### src/rtl/mux_uart_if.sv
// rtl/mux_uart_if.sv - CPU6 bus interface for mux_uart (19-bit address, 8-bit data)
interface mux_uart_if;
  logic [18:0] address;
  logic        write_en;
  logic        read_en;
  logic [7:0]  data_in;
  logic [7:0]  data_out;
  logic        selected;

  modport master (
    output address, write_en, read_en, data_in,
    input  data_out, selected
  );

  modport slave (
    input  address, write_en, read_en, data_in,
    output data_out, selected
  );
endinterface

### src/rtl/mux_uart.sv
// rtl/mux_uart.sv - multi-channel 8N1 UART with per-channel TX/RX FIFOs on the CPU6 bus
// Optional interrupt-enable registers and registered irq under MUX_UART_IRQ_EN.
module mux_uart #(
  parameter int          NUM_CHANNELS = 4,
  parameter int          FIFO_DEPTH   = 8,
  parameter logic [18:0] BASE_ADDR    = 19'h3f200,
  parameter int          CLKS_PER_BIT = 16
) (
  input  logic                    clock,
  input  logic                    reset,
  mux_uart_if.slave               bus,
  output logic [NUM_CHANNELS-1:0] tx,
  input  logic [NUM_CHANNELS-1:0] rx,
  output logic                    irq
);
  localparam int PW = $clog2(FIFO_DEPTH);
  localparam int CW = PW + 1;
  localparam int TW = $clog2(CLKS_PER_BIT);
  localparam logic [CW-1:0] FULL     = CW'(FIFO_DEPTH);
  localparam logic [TW-1:0] BIT_END  = TW'(CLKS_PER_BIT - 1);
  localparam logic [TW-1:0] HALF_END = TW'(CLKS_PER_BIT / 2 - 1);

  typedef enum logic [1:0] {S_IDLE, S_START, S_DATA, S_STOP} uart_state_t;

  logic [7:0]              ch_rdata [NUM_CHANNELS];
  logic [NUM_CHANNELS-1:0] ch_hit;
`ifdef MUX_UART_IRQ_EN
  logic [NUM_CHANNELS-1:0] ch_irq;
`endif

  for (genvar c = 0; c < NUM_CHANNELS; c++) begin : g_ch
    localparam logic [18:0] STAT_ADDR = BASE_ADDR + 19'(2 * c);

    logic          st_hit, dt_hit;
    logic [7:0]    tx_mem_q [FIFO_DEPTH];
    logic [PW-1:0] tx_wr_q, tx_rd_q;
    logic [CW-1:0] tx_cnt_q, tx_cnt_d;
    logic [7:0]    rx_mem_q [FIFO_DEPTH];
    logic [PW-1:0] rx_wr_q, rx_rd_q;
    logic [CW-1:0] rx_cnt_q, rx_cnt_d;
    uart_state_t   tx_state_q, rx_state_q;
    logic [TW-1:0] tx_tick_q, rx_tick_q;
    logic [2:0]    tx_bit_q, rx_bit_q;
    logic [7:0]    tx_sh_q, rx_sh_q;
    logic          tx_q, rx_meta_q, rx_sync_q, ovr_q, frm_q;
    logic          tx_push, tx_pop, rx_push, rx_pop, rx_done, rx_full, tx_idle;
    logic [7:0]    status;

    assign st_hit   = (bus.address == STAT_ADDR);
    assign dt_hit   = (bus.address == STAT_ADDR + 19'd1);
    assign tx_push  = bus.write_en && dt_hit && (tx_cnt_q != FULL);
    // The serialiser takes the head either from IDLE or at the last stop-bit cycle.
    assign tx_pop   = (tx_cnt_q != '0) &&
                      ((tx_state_q == S_IDLE) || (tx_state_q == S_STOP && tx_tick_q == BIT_END));
    assign tx_cnt_d = tx_cnt_q + CW'(tx_push) - CW'(tx_pop);
    assign rx_pop   = bus.read_en && dt_hit && (rx_cnt_q != '0);
    assign rx_done  = (rx_state_q == S_STOP) && (rx_tick_q == BIT_END);
    assign rx_full  = (rx_cnt_q == FULL) && !rx_pop;
    assign rx_push  = rx_done && rx_sync_q && !rx_full;
    assign rx_cnt_d = rx_cnt_q + CW'(rx_push) - CW'(rx_pop);
    assign tx_idle  = (tx_cnt_q == '0) && (tx_state_q == S_IDLE);
    assign status   = {3'b000, frm_q, ovr_q, tx_idle, tx_cnt_q != FULL, rx_cnt_q != '0};
    assign tx[c]    = tx_q;
    assign ch_rdata[c] = st_hit ? status :
                         (dt_hit && rx_cnt_q != '0) ? rx_mem_q[rx_rd_q] : 8'h00;

    always_ff @(posedge clock) begin
      if (!reset) begin
        tx_wr_q  <= '0;
        tx_rd_q  <= '0;
        tx_cnt_q <= '0;
        rx_wr_q  <= '0;
        rx_rd_q  <= '0;
        rx_cnt_q <= '0;
      end else begin
        if (tx_push) begin
          tx_mem_q[tx_wr_q] <= bus.data_in;
          tx_wr_q           <= tx_wr_q + 1'b1;
        end
        if (tx_pop) tx_rd_q <= tx_rd_q + 1'b1;
        tx_cnt_q <= tx_cnt_d;
        if (rx_push) begin
          rx_mem_q[rx_wr_q] <= rx_sh_q;
          rx_wr_q           <= rx_wr_q + 1'b1;
        end
        if (rx_pop) rx_rd_q <= rx_rd_q + 1'b1;
        rx_cnt_q <= rx_cnt_d;
      end
    end

    always_ff @(posedge clock) begin
      if (!reset) begin
        tx_state_q <= S_IDLE;
        tx_tick_q  <= '0;
        tx_bit_q   <= '0;
        tx_sh_q    <= '0;
        tx_q       <= 1'b1;
      end else begin
        case (tx_state_q)
          S_IDLE: begin
            if (tx_pop) begin
              tx_state_q <= S_START;
              tx_sh_q    <= tx_mem_q[tx_rd_q];
              tx_tick_q  <= '0;
              tx_q       <= 1'b0;
            end
          end
          S_START: begin
            if (tx_tick_q == BIT_END) begin
              tx_tick_q  <= '0;
              tx_bit_q   <= '0;
              tx_state_q <= S_DATA;
              tx_q       <= tx_sh_q[0];
            end else begin
              tx_tick_q <= tx_tick_q + 1'b1;
            end
          end
          S_DATA: begin
            if (tx_tick_q == BIT_END) begin
              tx_tick_q <= '0;
              if (tx_bit_q == 3'd7) begin
                tx_state_q <= S_STOP;
                tx_q       <= 1'b1;
              end else begin
                tx_bit_q <= tx_bit_q + 1'b1;
                tx_sh_q  <= {1'b0, tx_sh_q[7:1]};
                tx_q     <= tx_sh_q[1];
              end
            end else begin
              tx_tick_q <= tx_tick_q + 1'b1;
            end
          end
          S_STOP: begin
            if (tx_tick_q == BIT_END) begin
              tx_tick_q <= '0;
              if (tx_pop) begin
                tx_state_q <= S_START;
                tx_sh_q    <= tx_mem_q[tx_rd_q];
                tx_q       <= 1'b0;
              end else begin
                tx_state_q <= S_IDLE;
              end
            end else begin
              tx_tick_q <= tx_tick_q + 1'b1;
            end
          end
          default: tx_state_q <= S_IDLE;
        endcase
      end
    end

    always_ff @(posedge clock) begin
      if (!reset) begin
        rx_meta_q  <= 1'b1;
        rx_sync_q  <= 1'b1;
        rx_state_q <= S_IDLE;
        rx_tick_q  <= '0;
        rx_bit_q   <= '0;
        rx_sh_q    <= '0;
        ovr_q      <= 1'b0;
        frm_q      <= 1'b0;
      end else begin
        rx_meta_q <= rx[c];
        rx_sync_q <= rx_meta_q;
        // A sticky bit raised on the same edge as a status read survives the clear.
        if (bus.read_en && st_hit) begin
          ovr_q <= 1'b0;
          frm_q <= 1'b0;
        end
        case (rx_state_q)
          S_IDLE: begin
            if (!rx_sync_q) begin
              rx_state_q <= S_START;
              rx_tick_q  <= '0;
            end
          end
          S_START: begin
            if (rx_tick_q == HALF_END) begin
              rx_tick_q  <= '0;
              rx_bit_q   <= '0;
              rx_state_q <= rx_sync_q ? S_IDLE : S_DATA;
            end else begin
              rx_tick_q <= rx_tick_q + 1'b1;
            end
          end
          S_DATA: begin
            if (rx_tick_q == BIT_END) begin
              rx_tick_q <= '0;
              rx_sh_q   <= {rx_sync_q, rx_sh_q[7:1]};
              if (rx_bit_q == 3'd7) rx_state_q <= S_STOP;
              else rx_bit_q <= rx_bit_q + 1'b1;
            end else begin
              rx_tick_q <= rx_tick_q + 1'b1;
            end
          end
          S_STOP: begin
            if (rx_tick_q == BIT_END) begin
              rx_tick_q  <= '0;
              rx_state_q <= S_IDLE;
              if (!rx_sync_q) frm_q <= 1'b1;
              else if (rx_full) ovr_q <= 1'b1;
            end else begin
              rx_tick_q <= rx_tick_q + 1'b1;
            end
          end
          default: rx_state_q <= S_IDLE;
        endcase
      end
    end

`ifdef MUX_UART_IRQ_EN
    localparam logic [18:0] IE_ADDR = BASE_ADDR + 19'(2 * NUM_CHANNELS + c);
    logic       ie_hit;
    logic [1:0] ie_q;

    assign ie_hit = (bus.address == IE_ADDR);

    always_ff @(posedge clock) begin
      if (!reset) ie_q <= 2'b00;
      else if (bus.write_en && ie_hit) ie_q <= bus.data_in[1:0];
    end

    assign ch_hit[c] = st_hit | dt_hit | ie_hit;
    assign ch_irq[c] = (status[0] & ie_q[0]) | (status[2] & ie_q[1]) | ovr_q | frm_q;
`else
    assign ch_hit[c] = st_hit | dt_hit;
`endif
  end

  always_comb begin
    bus.data_out = 8'h00;
    for (int i = 0; i < NUM_CHANNELS; i++) bus.data_out = bus.data_out | ch_rdata[i];
  end

  assign bus.selected = |ch_hit;

`ifdef MUX_UART_IRQ_EN
  logic irq_q;
  always_ff @(posedge clock) begin
    if (!reset) irq_q <= 1'b0;
    else irq_q <= |ch_irq;
  end
  assign irq = irq_q;
`else
  assign irq = 1'b0;
`endif
endmodule

### src/flat_wrapper.sv
// flat-port wrapper written by rule: the top's interface ports become plain ports
module mux_uart_flat 
#(
  parameter int          NUM_CHANNELS = 4,
  parameter int          FIFO_DEPTH   = 8,
  parameter logic [18:0] BASE_ADDR    = 19'h3f200,
  parameter int          CLKS_PER_BIT = 16
)
  (clock, reset, tx, rx, irq, bus_address, bus_write_en, bus_read_en, bus_data_in, bus_data_out, bus_selected);
  mux_uart_if bus_i ();
  input  logic clock;
  input  logic reset;
  output logic [NUM_CHANNELS-1:0] tx;
  input  logic [NUM_CHANNELS-1:0] rx;
  output logic irq;
  input wire logic [$bits(bus_i.address)-1:0] bus_address;
  input wire logic [$bits(bus_i.write_en)-1:0] bus_write_en;
  input wire logic [$bits(bus_i.read_en)-1:0] bus_read_en;
  input wire logic [$bits(bus_i.data_in)-1:0] bus_data_in;
  output wire logic [$bits(bus_i.data_out)-1:0] bus_data_out;
  output wire logic [$bits(bus_i.selected)-1:0] bus_selected;
  assign bus_i.address = bus_address;
  assign bus_i.write_en = bus_write_en;
  assign bus_i.read_en = bus_read_en;
  assign bus_i.data_in = bus_data_in;
  assign bus_data_out = bus_i.data_out;
  assign bus_selected = bus_i.selected;
  mux_uart #(.NUM_CHANNELS(NUM_CHANNELS), .FIFO_DEPTH(FIFO_DEPTH), .BASE_ADDR(BASE_ADDR), .CLKS_PER_BIT(CLKS_PER_BIT)) u_core (.clock(clock), .reset(reset), .bus(bus_i), .tx(tx), .rx(rx), .irq(irq));
endmodule
### config.mk
export PLATFORM = sky130hd
export DESIGN_NAME = mux_uart_flat
export DESIGN_NICKNAME = d
export VERILOG_FILES = /design/src/rtl/mux_uart_if.sv /design/src/rtl/mux_uart.sv /design/src/flat_wrapper.sv
export SDC_FILE = /design/constraint.sdc
export NUM_CORES = 1
export LEC_CHECK = 0
export CAP_MARGIN = 10
export CORE_ASPECT_RATIO = 0.9
export CORE_MARGIN = 2
export CORE_UTILIZATION = 56
export CTS_BUF_LIST = sky130_fd_sc_hd__clkbuf_8
export CTS_CLUSTER_DIAMETER = 30
export DETAILED_ROUTE_END_ITERATION = 16
export DONT_BUFFER_PORTS = 1
export PLACE_DENSITY = 0.77
export SYNTH_ARGS = -nofsm -noshare
export SYNTH_HDL_FRONTEND = slang
export SYNTH_SLANG_ARGS = --single-unit
### constraint.sdc
create_clock -name clock -period 4.5 [get_ports clock]
set_input_delay 0.9 -clock clock [delete_from_list [all_inputs] [get_ports clock]]
set_output_delay 0.9 -clock clock [all_outputs]
set_load 0.03 [all_outputs]
==> metrics.md, run 1 <==
| Metric | Value |
|---|---|
| Crit path DAT | `3.29 ns` |
| Die width | `259 µm` |
| DRC violations left | `0` |
| RSZ-0062 raised after global routing | `no` |
| Initial Util | `56.3%` |
| Clock-pin slew on the worst setup and hold paths | `0.06 ns` |
| Dpl ws | `0.401 ns` |
| Min cycle time layout | `4.19 ns` |
| Clock sinks | `772` |
| Antenna violations before repair | `1` |
| Commonest non-fill, non-tap cell in the layout | `edfxtp_1` |
| Max Cap Viol | `0` |
| Drt total wl | `67100 µm` |
| Layout area overhead | `12.4%` |
| Maximum clock insertion buffer count | `3` |
| Worst-Margin Slew | `1.09 ns` |
| Synth async-reset ratio | `0%` |
| Setup WS post-layout | `0.314 ns` |
| First-pass GRT wire length | `105000 µm` |
| Post-Syn Nets | `2523` |
| CTS H-tree depth | `4` |
| P_sw | `0.00478 W` |
| ANT cells | `0` |
| Slew HR | `27.5%` |
| # IOs | `49` |
| Post-DP HPWL | `43800 µm` |
| CTS buffer count | `137` |
| Critical Path End Type | `output port` |
| CTS root buffer | `clkbuf_8` |
| CP max stage delay | `0.87 ns` |
| Area after DPL | `33900 µm²` |
| Final Max Slew Viols | `0` |
| Setup bufs post-CTS | `0` |
| Tcrit/Tclk final | `93.0%` |
| Layout net count | `2622` |
| Initial drt markers | `1874` |
| Crit path max-delay family | `flip-flops` |
| Crit path max fanout | `12` |
| Buf/Inv on CP | `2` |
| Post-Syn Area | `32700 µm²` |
| Combinational power share | `15.6%` |
| Final non-filler cell area | `36800 µm²` |
| LEAKAGE | `12.7 nW` |
| Die area | `60400 µm²` |
| Skew final | `0.0255 ns` |
| Routed WL per cell | `20.0 µm` |
| Post_cts resized | `0` |
| Status | `complete, no violations` |
| Synth unique cells | `79` |
| CTS tree | `done` |
| Hold-fix buffers at CTS | `0` |
| Via count | `19853` |
| Fraction of layout cells with a size suffix above 1 | `17.8%` |
| Syn Inst Count | `2370` |
| Site Rows | `84` |
| Core area | `58100 µm²` |
| Post-route insts no fill | `3353` |
| CP most frequent cell | `buf_4` |
| Post-layout util | `63.3%` |
| Kind of critical path | `flop to output port` |
| Seq/Total Area, Yosys | `62.9%` |
| Final Hold Fails | `0` |
| GR Overflow Total | `0` |
| Antenna-violating nets left | `0` |
| Final setup violation count | `0` |
| Syn_area_per_cell | `13.8 µm²` |
| Synth Flop Type | `edfxtp_1` |
| Die H | `233 µm` |
| Startpoint types | `flop` |
| Most frequent cells in the layout | `edfxtp_1, dfxtp_1, nor2_1` |
| Largest net degree at the start of global routing | `94` |
| Clk pwr share | `37.8%` |
| Achievable frequency | `0.239 GHz` |
| Switch share | `26.7%` |
| Slowest stage cell, crit path | `dfxtp_1` |
| Clock latency on the worst-skew pair | `0.76 ns` |
| Total GRT Usage | `22.6%` |
| Seq pwr share | `46.6%` |
| Vias per cell | `5.92` |
| Pwr Density | `486 nW/µm²` |
| Number of flops mapped to enable cells by yosys | `512` |
| PortBufs | `0` |
| Synth Register Bits | `772` |
| CP Cell Sequence | `buf_4, mux4_2, mux2i_1, o22ai_1, nand2_1, o221ai_1, buf_4` |
| Design internal power | `0.0131 W` |
| RePlAce Congestion | `0.837` |
| CP required | `3.60 ns` |
| Synth warn | `0` |
| Peak VDD IR | `0.000317 V` |
| Vias in the first global route | `19684` |
| HP Class | `input port to flop` |
| DR pass1 iterations | `9` |
| Final TNS setup | `0 ns` |
| Placed cells | `3104` |
## area by class of cell
cell class              instances  area (µm²)
clock buffers                 149        2050
clock inverters               100         861
fillers                      4092       21300
flip-flops and latches        772       20600
multi-input cells            1384       11300
inverters                      85         324
repair buffers                 89         668
well taps                     774         968
## power by group through the flow
| stage | combinational (W) | sequential, W | clock [W] |
|---|---|---|---|
| after floorplan | 0.00250 | 0.00816 | 0 |
| after CTS | 0.00279 | 0.00834 | 0.00689 |
| after global routing | 0.00311 | 0.00840 | 0.00720 |
| final | 0.00279 | 0.00833 | 0.00676 |
| after detailed placement | 0.00278 | 0.00848 | 0 |
| after global placement | 0.00264 | 0.00846 | 0 |
## layer usage
layer / up-vias / wire (µm) / global-route usage, %
met2: 723 / 32900 / 37.3
li1: 9165 / - / -
met5: - / 14 / 0
met1: 9813 / 27500 / 28.7
met3: 150 / 4800 / 5.19
met4: 2 / 1890 / 10.1
## metrics by stage
step | power, W | hold slack, ns
floorplan | 0.0107 | 0.386
global placement | 0.0111 | 0.399
detailed placement | 0.0113 | 0.397
CTS | 0.0180 | 0.156
global route | 0.0187 | 0.184
finish | 0.0179 | 0.231
## cell usage after synthesis, types with 9 or more instances
library cell | number | area (µm²)
o21ai_0 | 58 | 290
ha_1 | 110 | 1380
nor4_1 | 15 | 93.8
clkbuf_1 | 97 | 364
a21o_1 | 9 | 67.6
and3_1 | 15 | 93.8
mux2_2 | 11 | 124
nand4_1 | 22 | 138
edfxtp_1 | 512 | 15400
inv_1 | 84 | 315
mux4_2 | 127 | 2860
or3_1 | 12 | 75.1
a31oi_1 | 11 | 68.8
nor3b_1 | 15 | 113
nand3_1 | 59 | 295
nand2_1 | 135 | 507
nand2b_1 | 27 | 169
nor2_1 | 223 | 837
dfxtp_1 | 260 | 5200
nor2b_1 | 12 | 75.1
a21oi_1 | 120 | 601
and2_1 | 19 | 119
buf_1 | 24 | 90.1
nand3b_1 | 12 | 90.1
mux2i_1 | 121 | 1210
nor3_1 | 37 | 185
o22ai_1 | 26 | 163
xnor2_1 | 19 | 166
o31ai_1 | 9 | 67.6
xor2_1 | 21 | 184
## cell families (layout without fill, tap and decap cells)
kind of cell             count (synthesis)  in the layout  share of synthesized area [%]
AO/OA/AOI/OAI                          316            316                           6.09
XOR/XNOR                                40             40                           1.07
adder cells (fa/ha/maj)                118            118                           4.69
buffers and inverters                  214            423                           2.52
multiplexers                           259            259                           12.8
AND/OR/NAND/NOR                        650            650                           9.92
other                                    1              1                         0.0115
flip-flops                             772            772                           62.9
## registers in the layout, summed over array words and instances (netlist names), named ones only
signal,cells
u_core.g_ch.frm_q,4
u_core.g_ch.ovr_q,4
u_core.g_ch.rx_bit_q,12
u_core.g_ch.rx_cnt_q,16
u_core.g_ch.rx_mem_q,256
u_core.g_ch.rx_meta_q,4
u_core.g_ch.rx_rd_q,12
u_core.g_ch.rx_sh_q,32
u_core.g_ch.rx_state_q,4
u_core.g_ch.rx_sync_q,4
u_core.g_ch.rx_tick_q,16
u_core.g_ch.rx_wr_q,12
u_core.g_ch.tx_bit_q,12
u_core.g_ch.tx_cnt_q,16
u_core.g_ch.tx_mem_q,256
u_core.g_ch.tx_q,4
u_core.g_ch.tx_rd_q,12
u_core.g_ch.tx_sh_q,32
u_core.g_ch.tx_state_q,8
u_core.g_ch.tx_tick_q,16
u_core.g_ch.tx_wr_q,12
## final timing paths
kind | start | end | slack [ns] | depth (start not counted)
setup reg to reg | u_core.g_ch[1].tx_state_q[0] | u_core.g_ch[1].tx_sh_q[2] | 1.45 | 7
hold / removal | bus_data_in[6] | u_core.g_ch[1].tx_mem_q[7][6] | 0.23 | 0
setup / recovery | flop | bus_data_out[6] | 0.31 | 7
hold reg to reg | u_core.g_ch[1].rx_meta_q | u_core.g_ch[1].rx_sync_q | 0.40 | 1
(Power assumes the default switching activity.)
==> inputs of run 2 (changes only) <==
- clock period: 4.5 -> 5.24 ns (I/O delays scaled with it)
==> run 2 against run 1 <==
Effect of this change: flip-flop and latch count unchanged; highest routed layer unchanged; largest power group unchanged; sequential share of layout area up 0.37 points; sequential power down 14%.
==> metrics.md, run 2 (same netlist as run 1, synthesis figures left out) <==
| Metric | Value |
|---|---|
| Final TNS setup | `0 ns (unchanged)` |
| Placed cells | `3064 (-1.3%)` |
| Dpl ws | `0.625 ns (+0.224 ns)` |
| Post-DP HPWL | `43800 µm (about the same)` |
| Largest registers | `u_core.g_ch.rx_mem_q: 256 flops, u_core.g_ch.tx_mem_q: 256 flops` |
| Die width | `259 µm (unchanged)` |
| Site Rows | `84 (unchanged)` |
| Clock latency on the worst-skew pair | `0.79 ns (+0.03 ns)` |
| CTS H-tree depth | `4 (unchanged)` |
| Final Max Slew Viols | `0 (unchanged)` |
| First-pass GRT wire length | `107000 µm (+1.9%)` |
| Layout area overhead | `11.6%` |
| RSZ-0062 raised after global routing | `no` |
| Initial drt markers | `1540 (-18%)` |
| Final setup violation count | `0 (unchanged)` |
| HP Class | `input port to flop` |
| Post_cts resized | `0 (unchanged)` |
| Hold-fix buffers at CTS | `0 (unchanged)` |
| Slowest stage cell, crit path | `or4_1` |
| Vias in the first global route | `20087 (+2.0%)` |
| Reg2Reg Launch Point | `u_core.g_ch[1].tx_state_q[0]` |
| Total GRT Usage | `23.2% (+0.52 points)` |
| Vias per cell | `5.94 (+0.30%)` |
| RePlAce Congestion | `0.858 (+2.5%)` |
| Setup WS post-layout | `0.741 ns (+0.427 ns)` |
| CP required | `4.19 ns (+0.59 ns)` |
| Drt total wl | `68500 µm (+2.1%)` |
| Design internal power | `0.0113 W (-14%)` |
| Die area | `60400 µm² (unchanged)` |
| Kind of critical path | `input port to output port` |
| Crit path DAT | `3.45 ns (+0.16 ns)` |
| Switch share | `27.0% (+0.34 points)` |
| Commonest non-fill, non-tap cell in the layout | `edfxtp_1` |
| Setup bufs post-CTS | `0 (unchanged)` |
| Peak VDD IR | `0.000350 V (+11%)` |
| Initial Util | `56.3% (unchanged)` |
| Most frequent cells in the layout | `edfxtp_1, dfxtp_1, nor2_1` |
| ANT cells | `0 (unchanged)` |
| Slew HR | `20.0% (-7.4 points)` |
| Maximum clock insertion buffer count | `3 (unchanged)` |
| Area after DPL | `33600 µm² (-0.89%)` |
| GR Overflow Total | `0 (unchanged)` |
| Antenna violations before repair | `2 (+1)` |
| Hold Crit Start | `bus_data_in[7]` |
| CTS tree | `done` |
| DRC violations left | `0 (unchanged)` |
| Clock sinks | `772 (unchanged)` |
| Core area | `58100 µm² (unchanged)` |
| LEAKAGE | `12.6 nW (-1.2%)` |
| CTS root buffer | `clkbuf_8` |
| Max Cap Viol | `0 (unchanged)` |
| Antenna-violating nets left | `0 (unchanged)` |
| Die H | `233 µm (unchanged)` |
| Status | `complete, no violations` |
| Seq pwr share | `46.2% (-0.4 points)` |
| P_sw | `0.00419 W (-12%)` |
| Fraction of layout cells with a size suffix above 1 | `16.9% (-0.81 points)` |
| Pwr Density | `424 nW/µm² (-13%)` |
| Final non-filler cell area | `36500 µm² (-0.65%)` |
| DR pass1 iterations | `5 (-4)` |
| CP Cell Sequence | `or4_1, or4b_1, nor3_1, a311oi_1, a31oi_1, buf_4` |
| Critical Path End Type | `output port` |
| CTS buffer count | `141 (+2.9%)` |
| Buf/Inv on CP | `1 (-1)` |
| Skew final | `0.0331 ns (+0.00755 ns)` |
| PortBufs | `0 (unchanged)` |
| Achievable frequency | `0.222 GHz` |
| Clk pwr share | `38.3% (+0.5 points)` |
| Clock-pin slew on the worst setup and hold paths | `0.06 ns (about the same)` |
| Final hold slack | `0.355 ns (+0.124 ns)` |
| Min cycle time layout | `4.50 ns` |
| Final Hold Fails | `0 (unchanged)` |
| Layout net count | `2586 (-1.4%)` |
| Routed WL per cell | `20.6 µm (+3.0%)` |
| Worst-Margin Slew | `1.20 ns (+0.112 ns)` |
| Tcrit/Tclk final | `85.9%` |
| # IOs | `49 (unchanged)` |
| Combinational power share | `15.5% (about the same)` |
| Largest net degree at the start of global routing | `89 (-5.3%)` |
| Setup crit start | `bus_address[11]` |
| Startpoint types | `input port` |
| Via count | `19735 (-0.59%)` |
| CP max stage delay | `0.81 ns (-0.06 ns)` |
| Crit path max fanout | `6 (-6)` |
| Post-route insts no fill | `3323 (-0.89%)` |
| Crit path max-delay family | `simple AND/OR/NAND/NOR gates` |
[run 2: changes by cell type in the layout (fill, tap and decap cells not counted), sizes merged]
cell      change
clkinvlp      -4
buf          -40
clkbuf        +2
clkinv       +14
inv           -2
[run 2: layer usage]
| layer | GRT usage, % | part of all wire (%) | vias up | wire [µm] |
|---|---|---|---|---|
| met1 | 28.6 | 41 | 9789 | 27800 |
| met2 | 39.0 | 49 | 716 | 33600 |
| met5 | 0 | 0.037 | - | 25 |
| li1 | - | - | 9088 | - |
| met3 | 6.01 | 7.6 | 138 | 5230 |
| met4 | 9.25 | 2.6 | 4 | 1770 |
[run 2: final cells by class]
type | instances | area (µm²)
clock buffers | 151 | 2080
repair buffers | 49 | 368
inverters | 85 | 324
fillers | 4134 | 21600
well taps | 774 | 968
flip-flops and latches | 772 | 20600
clock inverters | 108 | 893
multi-input cells | 1384 | 11300
[run 2: worst reg2reg max path: stages (launching register included)]
cell and delay (ns):
dfxtp_1 0.36, inv_1 0.13, ha_1 0.71, nor2_1 0.13
mux2i_1 0.17, a2111oi_2 0.81, nand2_1 0.38, o22ai_1 0.25
[run 2: power by group through the flow]
stage	clock network (W)	registers, W	logic [W]
2_1_floorplan	0	0.00700	0.00215
3_3_place_gp	0	0.00726	0.00224
3_5_place_dp	0	0.00728	0.00237
4_1_cts	0.00602	0.00716	0.00240
5_1_grt	0.00629	0.00721	0.00267
6_report	0.00592	0.00715	0.00240
[run 2: final timing paths]
| path | end | slack (ns) | cells after the start |
|---|---|---|---|
| max | bus_data_out[0] | 0.74 | 6 |
| max reg2reg | u_core.g_ch[1].tx_sh_q[3] | 2.22 | 7 |
| min reg2reg | u_core.g_ch[1].rx_sync_q | 0.41 | 1 |
| min | u_core.g_ch[3].tx_mem_q[6][7] | 0.36 | 0 |
[run 2: metrics by stage]
stage | power (W) | utilization, %
5_1_grt | 0.0162 | 62.9
6_report | 0.0155 | 62.9
2_1_floorplan | 0.00915 | -
3_3_place_gp | 0.00950 | 57.8
3_5_place_dp | 0.00966 | 57.8
4_1_cts | 0.0156 | 62.9
==> inputs of run 3 (changes only) <==
- SLEW_MARGIN: not set -> 20
- TNS_END_PERCENT: not set -> 10
==> run 3 against run 2 <==
Effect of this change: design area is essentially flat; critical path type unchanged; highest routed layer unchanged; non-clock buffer count stayed put; routed wire length is essentially flat; largest cell class unchanged; worst setup slack worse by 0.0045 ns; clock power about the same; clock skew up 0.00062 ns.
==> metrics.md, run 3 (same netlist as run 1, synthesis figures left out) <==
| Metric | Value |
|---|---|
| Status | `complete, no violations` |
| Design internal power | `0.0113 W (about the same)` |
| CTS H-tree depth | `4 (unchanged)` |
| Layout net count | `2586 (unchanged)` |
| Reg2Reg Launch Point | `u_core.g_ch[1].tx_state_q[0]` |
| Post-layout util | `62.9% (about the same)` |
| Flop2flop setup slack | `2.22 ns (about the same)` |
| Site Rows | `84 (unchanged)` |
| Vias in the first global route | `20087 (unchanged)` |
| Critical Path End Type | `output port` |
| CTS tree | `done` |
| Die H | `233 µm (unchanged)` |
| RePlAce Congestion | `0.858 (unchanged)` |
| Post_cts resized | `0 (unchanged)` |
| Via count | `19681 (-0.27%)` |
| Worst-Margin Slew | `1.09 ns (-0.104 ns)` |
| Most frequent cells in the layout | `edfxtp_1, dfxtp_1, nor2_1` |
| Max Cap Viol | `0 (unchanged)` |
| Worst R2R Path Depth | `7 (unchanged)` |
| Clk pwr share | `38.2% (about the same)` |
| Core area | `58100 µm² (unchanged)` |
| GR Overflow Total | `0 (unchanged)` |
| Crit path DAT | `3.46 ns (about the same)` |
| # IOs | `49 (unchanged)` |
| Routed WL per cell | `20.6 µm (about the same)` |
| CTS buffer count | `141 (unchanged)` |
| Startpoint types | `input port` |
| Achievable frequency | `0.222 GHz (-0.10%)` |
| Post-route insts no fill | `3323 (unchanged)` |
| Largest registers | `u_core.g_ch.rx_mem_q: 256 flops, u_core.g_ch.tx_mem_q: 256 flops` |
| Hold Crit Start | `bus_data_in[7]` |
| Total GRT Usage | `23.2% (unchanged)` |
| Die width | `259 µm (unchanged)` |
| Final Max Slew Viols | `0 (unchanged)` |
| Slew HR | `26.9% (+6.9 points)` |
| Clock-pin slew on the worst setup and hold paths | `0.06 ns (about the same)` |
| Initial Util | `56.3% (unchanged)` |
| Tcrit/Tclk final | `85.9% (+0.086 points)` |
| Drt total wl | `68500 µm (about the same)` |
| Kind of critical path | `input port to output port` |
| Layout area overhead | `11.7% (about the same)` |
| CP required | `4.19 ns (about the same)` |
| Fraction of layout cells with a size suffix above 1 | `17.1% (+0.20 points)` |
| R2R Path End | `u_core.g_ch[1].tx_sh_q[3]` |
| Register Area | `20600 µm² (about the same)` |
| Clock sinks | `772 (unchanged)` |
| LEAKAGE | `12.6 nW (about the same)` |
| DRC violations left | `0 (unchanged)` |
| Final TNS setup | `0 ns (unchanged)` |
| Min cycle time layout | `4.50 ns (+0.00451 ns)` |
| Seq pwr share | `46.2% (about the same)` |
| RSZ-0062 raised after global routing | `no` |
| P_sw | `0.00418 W (about the same)` |
| Antenna-violating nets left | `0 (unchanged)` |
| PortBufs | `0 (unchanged)` |
| Die area | `60400 µm² (unchanged)` |
| Antenna violations before repair | `2 (unchanged)` |
| Skew final | `0.0337 ns (+0.000623 ns)` |
| Placed cells | `3064 (unchanged)` |
| Commonest non-fill, non-tap cell in the layout | `edfxtp_1` |
| First-pass GRT wire length | `107000 µm (unchanged)` |
| Pwr Density | `424 nW/µm² (about the same)` |
| DR pass1 iterations | `6 (+1)` |
| Switch share | `27.0% (about the same)` |
| Peak VDD IR | `0.000350 V (-0.16%)` |
| Hold EP | `u_core.g_ch[3].tx_mem_q[7][7]` |
| HP Class | `input port to flop` |
| Fill count | `4130 (-0.097%)` |
| CTS root buffer | `clkbuf_8` |
| Crit path max fanout | `6 (unchanged)` |
| Largest net degree at the start of global routing | `89 (unchanged)` |
| Hold path cells | `0 (unchanged)` |
| Combinational power share | `15.5% (about the same)` |
| Maximum clock insertion buffer count | `3 (unchanged)` |
| Post-DP HPWL | `43800 µm (unchanged)` |
| Final hold slack | `0.355 ns (+0.000416 ns)` |
| Clock latency on the worst-skew pair | `0.79 ns (about the same)` |
| Vias per cell | `5.92 (-0.27%)` |
| ANT cells | `0 (unchanged)` |
| Hold-fix buffers at CTS | `0 (unchanged)` |
| Multi-input logic area | `11300 µm² (unchanged)` |
| Setup bufs post-CTS | `0 (unchanged)` |
| Final Hold Fails | `0 (unchanged)` |
| Initial drt markers | `1673 (+8.6%)` |
| Final setup violation count | `0 (unchanged)` |
| Pwr Total | `0.0155 W (about the same)` |
run 3: worst max path at each step:
stage               cells after the start       startpoint  slack (ns)                            end
CTS                                     6             flop        0.71                bus_data_out[7]
detailed placement                      5  bus_address[11]        0.63  u_core.g_ch[3].tx_mem_q[4][5]
global route                            5             flop        0.63                bus_data_out[1]
global placement                        5  bus_address[11]        0.73  u_core.g_ch[3].tx_mem_q[3][7]
finish                                  6  bus_address[11]        0.74                bus_data_out[0]
floorplan                               7  bus_address[11]        1.02                bus_data_out[0]
run 3: layer usage:
layer | GRT usage [%] | part of all wire (%) | wire (µm) | vias up
li1 | - | - | - | 9089
met2 | 39.0 | 49 | 33600 | 705
met3 | 6.01 | 7.6 | 5180 | 142
met4 | 9.25 | 2.6 | 1800 | 4
met1 | 28.6 | 41 | 27900 | 9741
met5 | 0 | 0.037 | 25 | -
run 3: worst max-delay path, cell delays in order:
cell and delay (ns):
or4_1 0.81, or4b_1 0.78, nor3_1 0.28, a311oi_1 0.07, a31oi_1 0.24, buf_4 0.21
run 3: per-stage QoR:
stage	worst slack (ns)	area, µm²
after floorplan	1.02	32700
after global placement	0.730	33600
after detailed placement	0.625	33600
after CTS	0.713	36500
after global routing	0.626	36600
final	0.736	36600
run 3: power groups by stage:
stage / sequential, W / combinational (W) / clock, W
final: 0.00716 / 0.00240 / 0.00592
after global routing: 0.00722 / 0.00266 / 0.00629
after CTS: 0.00716 / 0.00240 / 0.00602
after detailed placement: 0.00728 / 0.00237 / 0
after global placement: 0.00726 / 0.00224 / 0
after floorplan: 0.00700 / 0.00215 / 0
run 3: area by class of cell:
class                      instances  share of cell area [%]
sequential                       772                    56.3
inverter                          85                   0.887
clock buffer                     151                    5.69
tap                              774                    2.65
clock inverter                   108                    2.44
multi-input combinational       1384                    31.0
timing repair buffer              49                    1.01
